### src/rtl/bin2bcd_pkg.sv
// Shared definitions for the sequential binary-to-BCD converter.
//   state_t      FSM states (IDLE / SHIFT / DONE)
//   NIBBLE_W     width of one BCD digit
//   ADJ_THRESH   digit value at or above which +ADJ_ADD is applied before a shift
//   ADJ_ADD      double-dabble correction
//   min_digits() decimal digits needed to hold 2**bin_w-1 exactly
package bin2bcd_pkg;

    typedef enum logic [1:0] {
        IDLE  = 2'd0,
        SHIFT = 2'd1,
        DONE  = 2'd2
    } state_t;

    localparam int unsigned NIBBLE_W   = 4;
    localparam logic [3:0]  ADJ_THRESH = 4'd5;
    localparam logic [3:0]  ADJ_ADD    = 4'd3;

    // Elaboration-time helper: number of decimal digits of 2**bin_w-1.
    function automatic int unsigned min_digits(input int unsigned bin_w);
        longint unsigned v;
        int unsigned     d;
        v = (64'd1 << bin_w) - 64'd1;
        d = 0;
        for (int unsigned i = 0; i < 20; i++) begin
            if (v != 0) begin
                d++;
                v = v / 10;
            end
        end
        return (d == 0) ? 1 : d;
    endfunction

endpackage

### src/rtl/bin2bcd_seq_if.sv
// Handshake/data bundle between a requester and bin2bcd_seq.
//   start  request a conversion (master -> slave)
//   bin    binary operand      (master -> slave)
//   busy   conversion running  (slave -> master)
//   done   one-cycle result strobe
//   bcd    packed BCD result, digit 0 in bcd[3:0]
//   ovf    value did not fit (only when BIN2BCD_OVF_EN is defined)
interface bin2bcd_seq_if #(
    parameter int unsigned BIN_W  = 8,
    parameter int unsigned DIGITS = 3
);
    import bin2bcd_pkg::*;

    logic                         start;
    logic [BIN_W-1:0]             bin;
    logic                         busy;
    logic                         done;
    logic [NIBBLE_W*DIGITS-1:0]   bcd;
`ifdef BIN2BCD_OVF_EN
    logic                         ovf;

    modport master (output start, bin, input busy, done, bcd, ovf);
    modport slave  (input start, bin, output busy, done, bcd, ovf);
`else
    modport master (output start, bin, input busy, done, bcd);
    modport slave  (input start, bin, output busy, done, bcd);
`endif

endinterface

### src/rtl/bin2bcd_seq_digit_adj.sv
// Double-dabble digit correction for one BCD nibble.
//   din   current digit (0..9)
//   dout  din+3 when din>=5, else din; the following left shift then yields a valid digit
module bcd_digit_adj
    import bin2bcd_pkg::*;
(
    input  logic [3:0] din,
    output logic [3:0] dout
);

    always_comb begin
        dout = din;
        if (din >= ADJ_THRESH) begin
            dout = din + ADJ_ADD;
        end
    end

endmodule

### src/rtl/bin2bcd_seq.sv
// Iterative binary-to-BCD converter (shift-add-3), one input bit per clock.
// Ports:
//   clk    rising-edge clock
//   rst_n  asynchronous active-low reset
//   bus    bin2bcd_seq_if slave: start/bin in, busy/done/bcd(/ovf) out
// Optional feature: define BIN2BCD_OVF_EN to add the sticky overflow flag (bus.ovf).
// Timing: start accepted in cycle 0 -> SHIFT in cycles 1..BIN_W -> DONE (done=1) in cycle BIN_W+1.
module bin2bcd_seq
    import bin2bcd_pkg::*;
#(
    parameter int unsigned BIN_W  = 8,
    parameter int unsigned DIGITS = 3
) (
    input  logic              clk,
    input  logic              rst_n,
    bin2bcd_seq_if.slave      bus
);

    localparam int unsigned BCD_W  = NIBBLE_W * DIGITS;
    localparam int unsigned SREG_W = BCD_W + BIN_W;
    localparam int unsigned CNT_W  = (BIN_W > 1) ? $clog2(BIN_W) : 1;

    state_t              state_q, state_d;
    logic [SREG_W-1:0]   sreg_q, sreg_d;
    logic [CNT_W-1:0]    cnt_q, cnt_d;
    logic                busy_q, busy_d;
    logic                done_q, done_d;
    logic [BCD_W-1:0]    bcd_q, bcd_d;

    logic [BCD_W-1:0]    adj_digits;
    logic [SREG_W-1:0]   sreg_shl;
    logic                last_bit;
    logic                lost_bit;

    // Correct every digit nibble in parallel before the shift.
    for (genvar g = 0; g < DIGITS; g++) begin : g_adj
        bcd_digit_adj u_adj (
            .din  (sreg_q[BIN_W + g*NIBBLE_W +: NIBBLE_W]),
            .dout (adj_digits[g*NIBBLE_W +: NIBBLE_W])
        );
    end

    // Top bit of the corrected digit field falls off the end of the register.
    assign sreg_shl = {adj_digits[BCD_W-2:0], sreg_q[BIN_W-1:0], 1'b0};
    assign lost_bit = adj_digits[BCD_W-1];
    assign last_bit = (cnt_q == CNT_W'(BIN_W - 1));

`ifdef BIN2BCD_OVF_EN
    // Overflow is impossible when DIGITS covers the full input range.
    localparam bit CAN_OVF = (DIGITS < min_digits(BIN_W));

    logic ovf_r_q, ovf_r_d;
    logic ovf_q, ovf_d;
    logic ovf_now;

    assign ovf_now = CAN_OVF && (ovf_r_q || lost_bit);
`endif

    always_comb begin
        state_d = state_q;
        sreg_d  = sreg_q;
        cnt_d   = cnt_q;
        busy_d  = busy_q;
        done_d  = 1'b0;
        bcd_d   = bcd_q;
`ifdef BIN2BCD_OVF_EN
        ovf_r_d = ovf_r_q;
        ovf_d   = ovf_q;
`endif
        case (state_q)
            IDLE: begin
                if (bus.start) begin
                    sreg_d  = {{BCD_W{1'b0}}, bus.bin};
                    cnt_d   = '0;
                    busy_d  = 1'b1;
                    state_d = SHIFT;
`ifdef BIN2BCD_OVF_EN
                    ovf_r_d = 1'b0;
                    ovf_d   = 1'b0;
`endif
                end
            end
            SHIFT: begin
                sreg_d = sreg_shl;
                cnt_d  = cnt_q + CNT_W'(1);
`ifdef BIN2BCD_OVF_EN
                ovf_r_d = ovf_now;
`endif
                // Result registers load on the edge into DONE so that bcd
                // is already valid in the cycle done is high.
                if (last_bit) begin
                    state_d = DONE;
                    done_d  = 1'b1;
                    bcd_d   = sreg_shl[SREG_W-1 -: BCD_W];
`ifdef BIN2BCD_OVF_EN
                    ovf_d   = ovf_now;
`endif
                end
            end
            DONE: begin
                busy_d  = 1'b0;
                state_d = IDLE;
            end
            default: begin
                busy_d  = 1'b0;
                state_d = IDLE;
            end
        endcase
    end

    always_ff @(posedge clk or negedge rst_n) begin
        if (!rst_n) begin
            state_q <= IDLE;
            sreg_q  <= '0;
            cnt_q   <= '0;
            busy_q  <= 1'b0;
            done_q  <= 1'b0;
            bcd_q   <= '0;
        end else begin
            state_q <= state_d;
            sreg_q  <= sreg_d;
            cnt_q   <= cnt_d;
            busy_q  <= busy_d;
            done_q  <= done_d;
            bcd_q   <= bcd_d;
        end
    end

`ifdef BIN2BCD_OVF_EN
    always_ff @(posedge clk or negedge rst_n) begin
        if (!rst_n) begin
            ovf_r_q <= 1'b0;
            ovf_q   <= 1'b0;
        end else begin
            ovf_r_q <= ovf_r_d;
            ovf_q   <= ovf_d;
        end
    end

    assign bus.ovf = ovf_q;
`endif

    assign bus.busy = busy_q;
    assign bus.done = done_q;
    assign bus.bcd  = bcd_q;

endmodule

### src/flat_wrapper.sv
// flat-port wrapper written by rule: the top's interface ports become plain ports
module bin2bcd_seq_flat import bin2bcd_pkg::*;
#(
    parameter int unsigned BIN_W  = 8,
    parameter int unsigned DIGITS = 3
)
  (clk, rst_n, bus_start, bus_bin, bus_busy, bus_done, bus_bcd);
  bin2bcd_seq_if #(.BIN_W(BIN_W), .DIGITS(DIGITS)) bus_i ();
  input  logic clk;
  input  logic rst_n;
  input wire logic [$bits(bus_i.start)-1:0] bus_start;
  input wire logic [$bits(bus_i.bin)-1:0] bus_bin;
  output wire logic [$bits(bus_i.busy)-1:0] bus_busy;
  output wire logic [$bits(bus_i.done)-1:0] bus_done;
  output wire logic [$bits(bus_i.bcd)-1:0] bus_bcd;
  assign bus_i.start = bus_start;
  assign bus_i.bin = bus_bin;
  assign bus_busy = bus_i.busy;
  assign bus_done = bus_i.done;
  assign bus_bcd = bus_i.bcd;
  bin2bcd_seq #(.BIN_W(BIN_W), .DIGITS(DIGITS)) u_core (.clk(clk), .rst_n(rst_n), .bus(bus_i));
endmodule
### config.mk
export PLATFORM = sky130hd
export DESIGN_NAME = bin2bcd_seq_flat
export DESIGN_NICKNAME = d
export VERILOG_FILES = /design/src/rtl/bin2bcd_pkg.sv /design/src/rtl/bin2bcd_seq_if.sv /design/src/rtl/bin2bcd_seq_digit_adj.sv /design/src/rtl/bin2bcd_seq.sv /design/src/flat_wrapper.sv
export SDC_FILE = /design/constraint.sdc
export NUM_CORES = 1
export LEC_CHECK = 0
export ABC_CLOCK_PERIOD_IN_PS = 1600
export CORE_MARGIN = 10
export CORE_UTILIZATION = 39
export DETAILED_ROUTE_END_ITERATION = 8
export PLACE_DENSITY = 0.73
export SLEW_MARGIN = 20
export SYNTH_ARGS = -nofsm -noshare
export SYNTH_HDL_FRONTEND = slang
export SYNTH_HIERARCHICAL = 1
export SYNTH_SLANG_ARGS = --single-unit
### constraint.sdc
create_clock -name clk -period 1.6 [get_ports clk]
set_clock_uncertainty 0.2 [all_clocks]
set_input_delay 0.32 -clock clk [delete_from_list [all_inputs] [get_ports clk]]
set_output_delay 0.32 -clock clk [all_outputs]
set_load 0.01 [all_outputs]
# Yosys cells after proc, flatten, opt, wreduce, memory -nomap -nowiden
# Index checks and enable logic that the tools add are counted.
# totals
regBits,39
output_inout_bits,14
# classes
add_sub_neg,4
n_lt_le_gt_ge,3
eq_ne,4
n_mux,14
bitwise_logic,1
n_reduce_logical,6
# op_table
op,n
20-bit one-hot mux with 2 select lines,1
20-bit two-way mux,1
"4-bit by 3-bit >= comparator with 1-bit output, second input constant",3
"4-bit by 2-bit adder with 4-bit output, second input constant",2
4-bit two-way mux,2
2-bit AND reduction,4
3-bit two-way mux,2
3-bit one-hot mux with 2 select lines,1
2-bit two-way mux,2
2-bit one-hot mux with 2 select lines,1
"3-bit by 1-bit adder with 3-bit output, second input constant",1
"3-bit by 2-bit adder with 3-bit output, second input constant",1
"3-bit equality test, second input constant",1
1-bit two-way mux,3
"2-bit by 1-bit equality test with 1-bit output, second input constant",1
2-bit logical NOT,1
"2-bit by 1-bit inequality test with 1-bit output, second input constant",1
"2-bit inequality test, second input constant",1
1-bit one-hot mux with 2 select lines,1
2-bit nonzero test,1
1-bit NOT,1

# Logic depth before layout (Yosys ltp)
# Gate-level depths: netlist (run 1).
# depth
word_depth,3
mapped_depth,6
depth_no_buf,6

# By module
# The synthesis (run 1) kept the hierarchy.
# by_module_without_submodules
module,n_inst,cells_per_inst,area_each_um2,seq_area_each_um2
bin2bcd_seq,1,115,1652.8,975.9
bcd_digit_adj,3,16,101.3,0.0

# Worst setup path after synthesis (run 1)
# No wires, ideal clock.
# synth_path
path_kind,register to register
start,register u_core.cnt_q[0]
end,register u_core.bcd_q[10] (netlist: u_core/bus.bcd[10])
setup_ns,0.125
t_arrival_ns,1.327
required_time_ns,1.275
path_slack_ns,-0.052
stages_incl_launch_ff,6
synth_period_minus_slack_ns,1.652
cell_sequence,dfrtp_1 ha_1 ha_1 nand3b_4 buf_6 mux2_4
# synth_via
elab_chain_len,2
# synth_lines
element,line,rtl
"start, declared",bin2bcd_seq.sv:25,"logic [CNT_W-1:0] cnt_q, cnt_d;"
"start signal, assigned",bin2bcd_seq.sv:122,cnt_q <= cnt_d;
3-bit equality test,bin2bcd_seq.sv:46,assign last_bit = (cnt_q == CNT_W'(BIN_W - 1));
2-bit AND reduction (no source line),--,
"end signal, assigned",bin2bcd_seq.sv:118,bcd_q <= '0;
"end signal, assigned",bin2bcd_seq.sv:125,bcd_q <= bcd_d;
"end, declared",bin2bcd_seq.sv:28,"logic [BCD_W-1:0] bcd_q, bcd_d;"
# No other way between the ends.
# A chain may end at the register's enable or synchronous reset.

# Worst setup path after layout (run 1)
# layout_path
start,register u_core.sreg_q[12]
end,register u_core.sreg_q[14]
# layout_via
elab_chain_len,3
# layout_lines
element,line,rtl
"start, declared",bin2bcd_seq.sv:24,"logic [SREG_W-1:0] sreg_q, sreg_d;"
"start signal, assigned",bin2bcd_seq.sv:121,sreg_q <= sreg_d;
4-bit by 2-bit adder with 4-bit output / 4-bit by 3-bit >= comparator with 1-bit output (equally long branches),"bin2bcd_seq_digit_adj.sv:14, bin2bcd_seq_digit_adj.sv:13",
4-bit two-way mux *,bin2bcd_seq_digit_adj.sv:13,if (din >= ADJ_THRESH) begin
named net u_core.adj_digits[5],bin2bcd_seq.sv:30,logic [BCD_W-1:0] adj_digits;
20-bit one-hot mux with 2 select lines *,bin2bcd_seq.sv:70,case (state_q)
# Mark *: on every way through the listed nets, which the timed path passes. The rest lies on a longest branch.

==> metrics.md, run 1 <==
| Metric | Value |
|---|---|
| Status | complete, but fails checks |
| Violated checks | negative setup slack |
| Clock latency on the worst-skew pair | 290 ps |
| Pwr Density | 2010 nW/um2 |
| Drt total wl | 3.92 mm |
| Starting density of the core | 40.7% |
| Final setup violation count | 12 |
| Layout fillers | 403 |
| Placed cells | 264 |
| Vias in the first global route | 1426 |
| Most frequent cells in the layout | dfrtp_1 (39), buf_4 (26), dlygate4sd2_1 (14), a22o_1 (14), mux2_4 (12) |
| Relative slew slack | 66.1% |
| Final Hold Vio Count | 0 |
| Post-route DRC | 0 |
| Layout Cells excl Fill | 282 |
| CP arrival | 1700 ps |
| Leakage | 1.35 nW |
| DRT iter0 DRCs | 62 |
| RSZ-0062 raised after global routing | yes |
| TritonCTS Buffers | 5 |
| Slowest cell on the critical path | dfrtp_1 |
| CP delay by family, top | flip-flops |
| Peak Freq | 599 MHz |
| HPWL Detailed | 2.56 mm |
| Place WS | -480 ps |
| First-pass detailed-route iteration total | 4 |
| Final min period | 1670 ps |
| Worst Max-Slew Pin Slew | 506 ps |
| ANT nets after route | 0 |
| Die width | 90.5 um |
| Period Utilization, post-route | 104% |
| Max Root-Sink Buffers | 2 |
| Required @ worst endpoint | 1630 ps |
| Die ar. | 8180 um2 |
| Sequential cell area | 976 um2 |
| Max-Cap Viols | 0 |
| CP Launch Type | flip-flop |
| Layout cells sized above 1 | 40.0% |
| CTS clock-pin slew for the worst setup and hold paths | 80 ps |
| Synth warn | 6 |
| GRT Total Usage | 9.48% |
| Worst Path Max Fanout | 3 |
| I/O Buffers | 24 |
| Cells after Synth | 159 |
| Via density | 4.91 |
| Commonest non-fill, non-tap cell in the layout | dfrtp_1 |
| GP Congestion | 0.750 |
| CP bufs+invs | 0 |
| Mapped Nets | 178 |
| CTS tree | built |
| Final design utilization | 58.0% |
| Cell Rows | 25 |
| Critical path endpoint category | flip-flop |
| Diode count | 0 |
| Final Power | 5.55 mW |
| CORE AREA | 4750 um2 |
| Worst Hold Class | flip-flop to flip-flop |
| Largest net degree at the start of global routing | 40 |
| Root Buffer | clkbuf_8 |
| Routed vias | 1385 |
| Crit Path Class | flip-flop to flip-flop |
| Nets@finish | 233 |
| Area delta synth->final | 42.4% |
| Crit path cell chain | ha_4, nand2b_4, a21oi_4, mux2i_2, a22o_1 |
| Final WS setup | -69.1 ps |
| VDD IR max | 845 uV |
| Die Ht | 90.5 um |
| Syn_area_per_cell | 12.2 um2 |
| H-tree lvl count | 2 |
| Total gr overflow | 0 |
| CP max stage delay | 440 ps |
| Syn Std Cell Area | 1940 um2 |
| I/O pins | 25 |
| Routed len/inst | 13.9 um |
| Final Max Slew Viols | 0 |
| Area of the multi-input gates | 1000 um2 |
| First-pass GRT wire length | 6.52 mm |
| Clock tree sinks | 39 |
| Initial antenna violation count | 0 |
## path summary, 6_finish.rpt
kind / from / endpoint / slack [ps] / cells past startpoint
max: u_core/sreg_q[12]$_DFFE_PN0P_ / u_core/sreg_q[14]$_DFFE_PN0P_ / -70 / 5
min: u_core/bus.busy$_DFFE_PN0P_ / u_core/bus.busy$_DFFE_PN0P_ / 300 / 1
min in group asynchronous: rst_n / u_core/bus.bcd[3]$_DFFE_PN0P_ / 320 / 3
min reg2reg: u_core/bus.busy$_DFFE_PN0P_ / u_core/bus.busy$_DFFE_PN0P_ / 300 / 1
max in group asynchronous: rst_n / u_core/state_q[1]$_DFFE_PN0P_ / 690 / 3
max reg2reg: u_core/sreg_q[12]$_DFFE_PN0P_ / u_core/sreg_q[14]$_DFFE_PN0P_ / -70 / 5
## flip-flops by register name (all words and copies together) (netlist names)
name,flops
u_core/bus.bcd,12
u_core/bus.done,1
u_core/state_q,2
u_core/cnt_q,3
u_core/sreg_q,20
u_core/bus.busy,1
## worst reg2reg max path, cell delays in order, from the launching register on
cell and delay [ps]:
dfrtp_1 440, ha_4 180, nand2b_4 140, a21oi_4 200
mux2i_2 270, a22o_1 170
## timing repair
item | CTS | global route
cloned | 0 | 1
pin swaps | 6 | 6
resized for setup | 35 | 13
endpoints found under the hold margin | 39 | 0
setup endpoints to repair | 39 | 18
hold buffers | 1 | 0
buffers inserted | 3 | 5
## per-layer routing
metal / routed length, um / GRT usage, % / vias up / part of all wire, %
met5: 0 / 0 / - / 0
met4: 58 / 3.98 / 0 / 1.5
met3: 174 / 3.49 / 6 / 4.4
met2: 1850 / 15.3 / 24 / 47
met1: 1840 / 11.0 / 690 / 47
li1: - / - / 665 / -
## metrics by stage
| stage | area [um2] | setup TNS, ps | hold slack (ps) |
|---|---|---|---|
| floorplan | 1950 | 0 | -176 |
| global placement | 2390 | -5740 | 104 |
| detailed placement | 2390 | -6610 | 106 |
| CTS | 2640 | -148 | 305 |
| global route | 2760 | -1150 | 330 |
| finish | 2760 | -282 | 302 |
## where the power goes
part / switching [mW] / internal, mW / leakage, nW
Combinational: 1.22 / 1.73 / 0.799
Sequential: 0.343 / 1.42 / 0.488
Clock: 0.345 / 0.505 / 0.0612
Total: 1.90 / 3.65 / 1.35
## cell type report
cell class | instances | area share (%)
Clock buffer | 6 | 2.99
Clock inverter | 2 | 1.27
Inverter | 16 | 2.18
Multi-Input combinational cell | 96 | 36.3
Sequential cell | 39 | 35.4
Tap cell | 67 | 3.04
Timing Repair Buffer | 56 | 18.8
No activity file was read; power rests on OpenSTA's default activity.
==> run 2, diff against run 1 <==
HOLD_SLACK_MARGIN = 0.02   (was not set)
==> results of run 2 <==
Same layout as run 1: the final DEF is identical, and so are final timing and power.
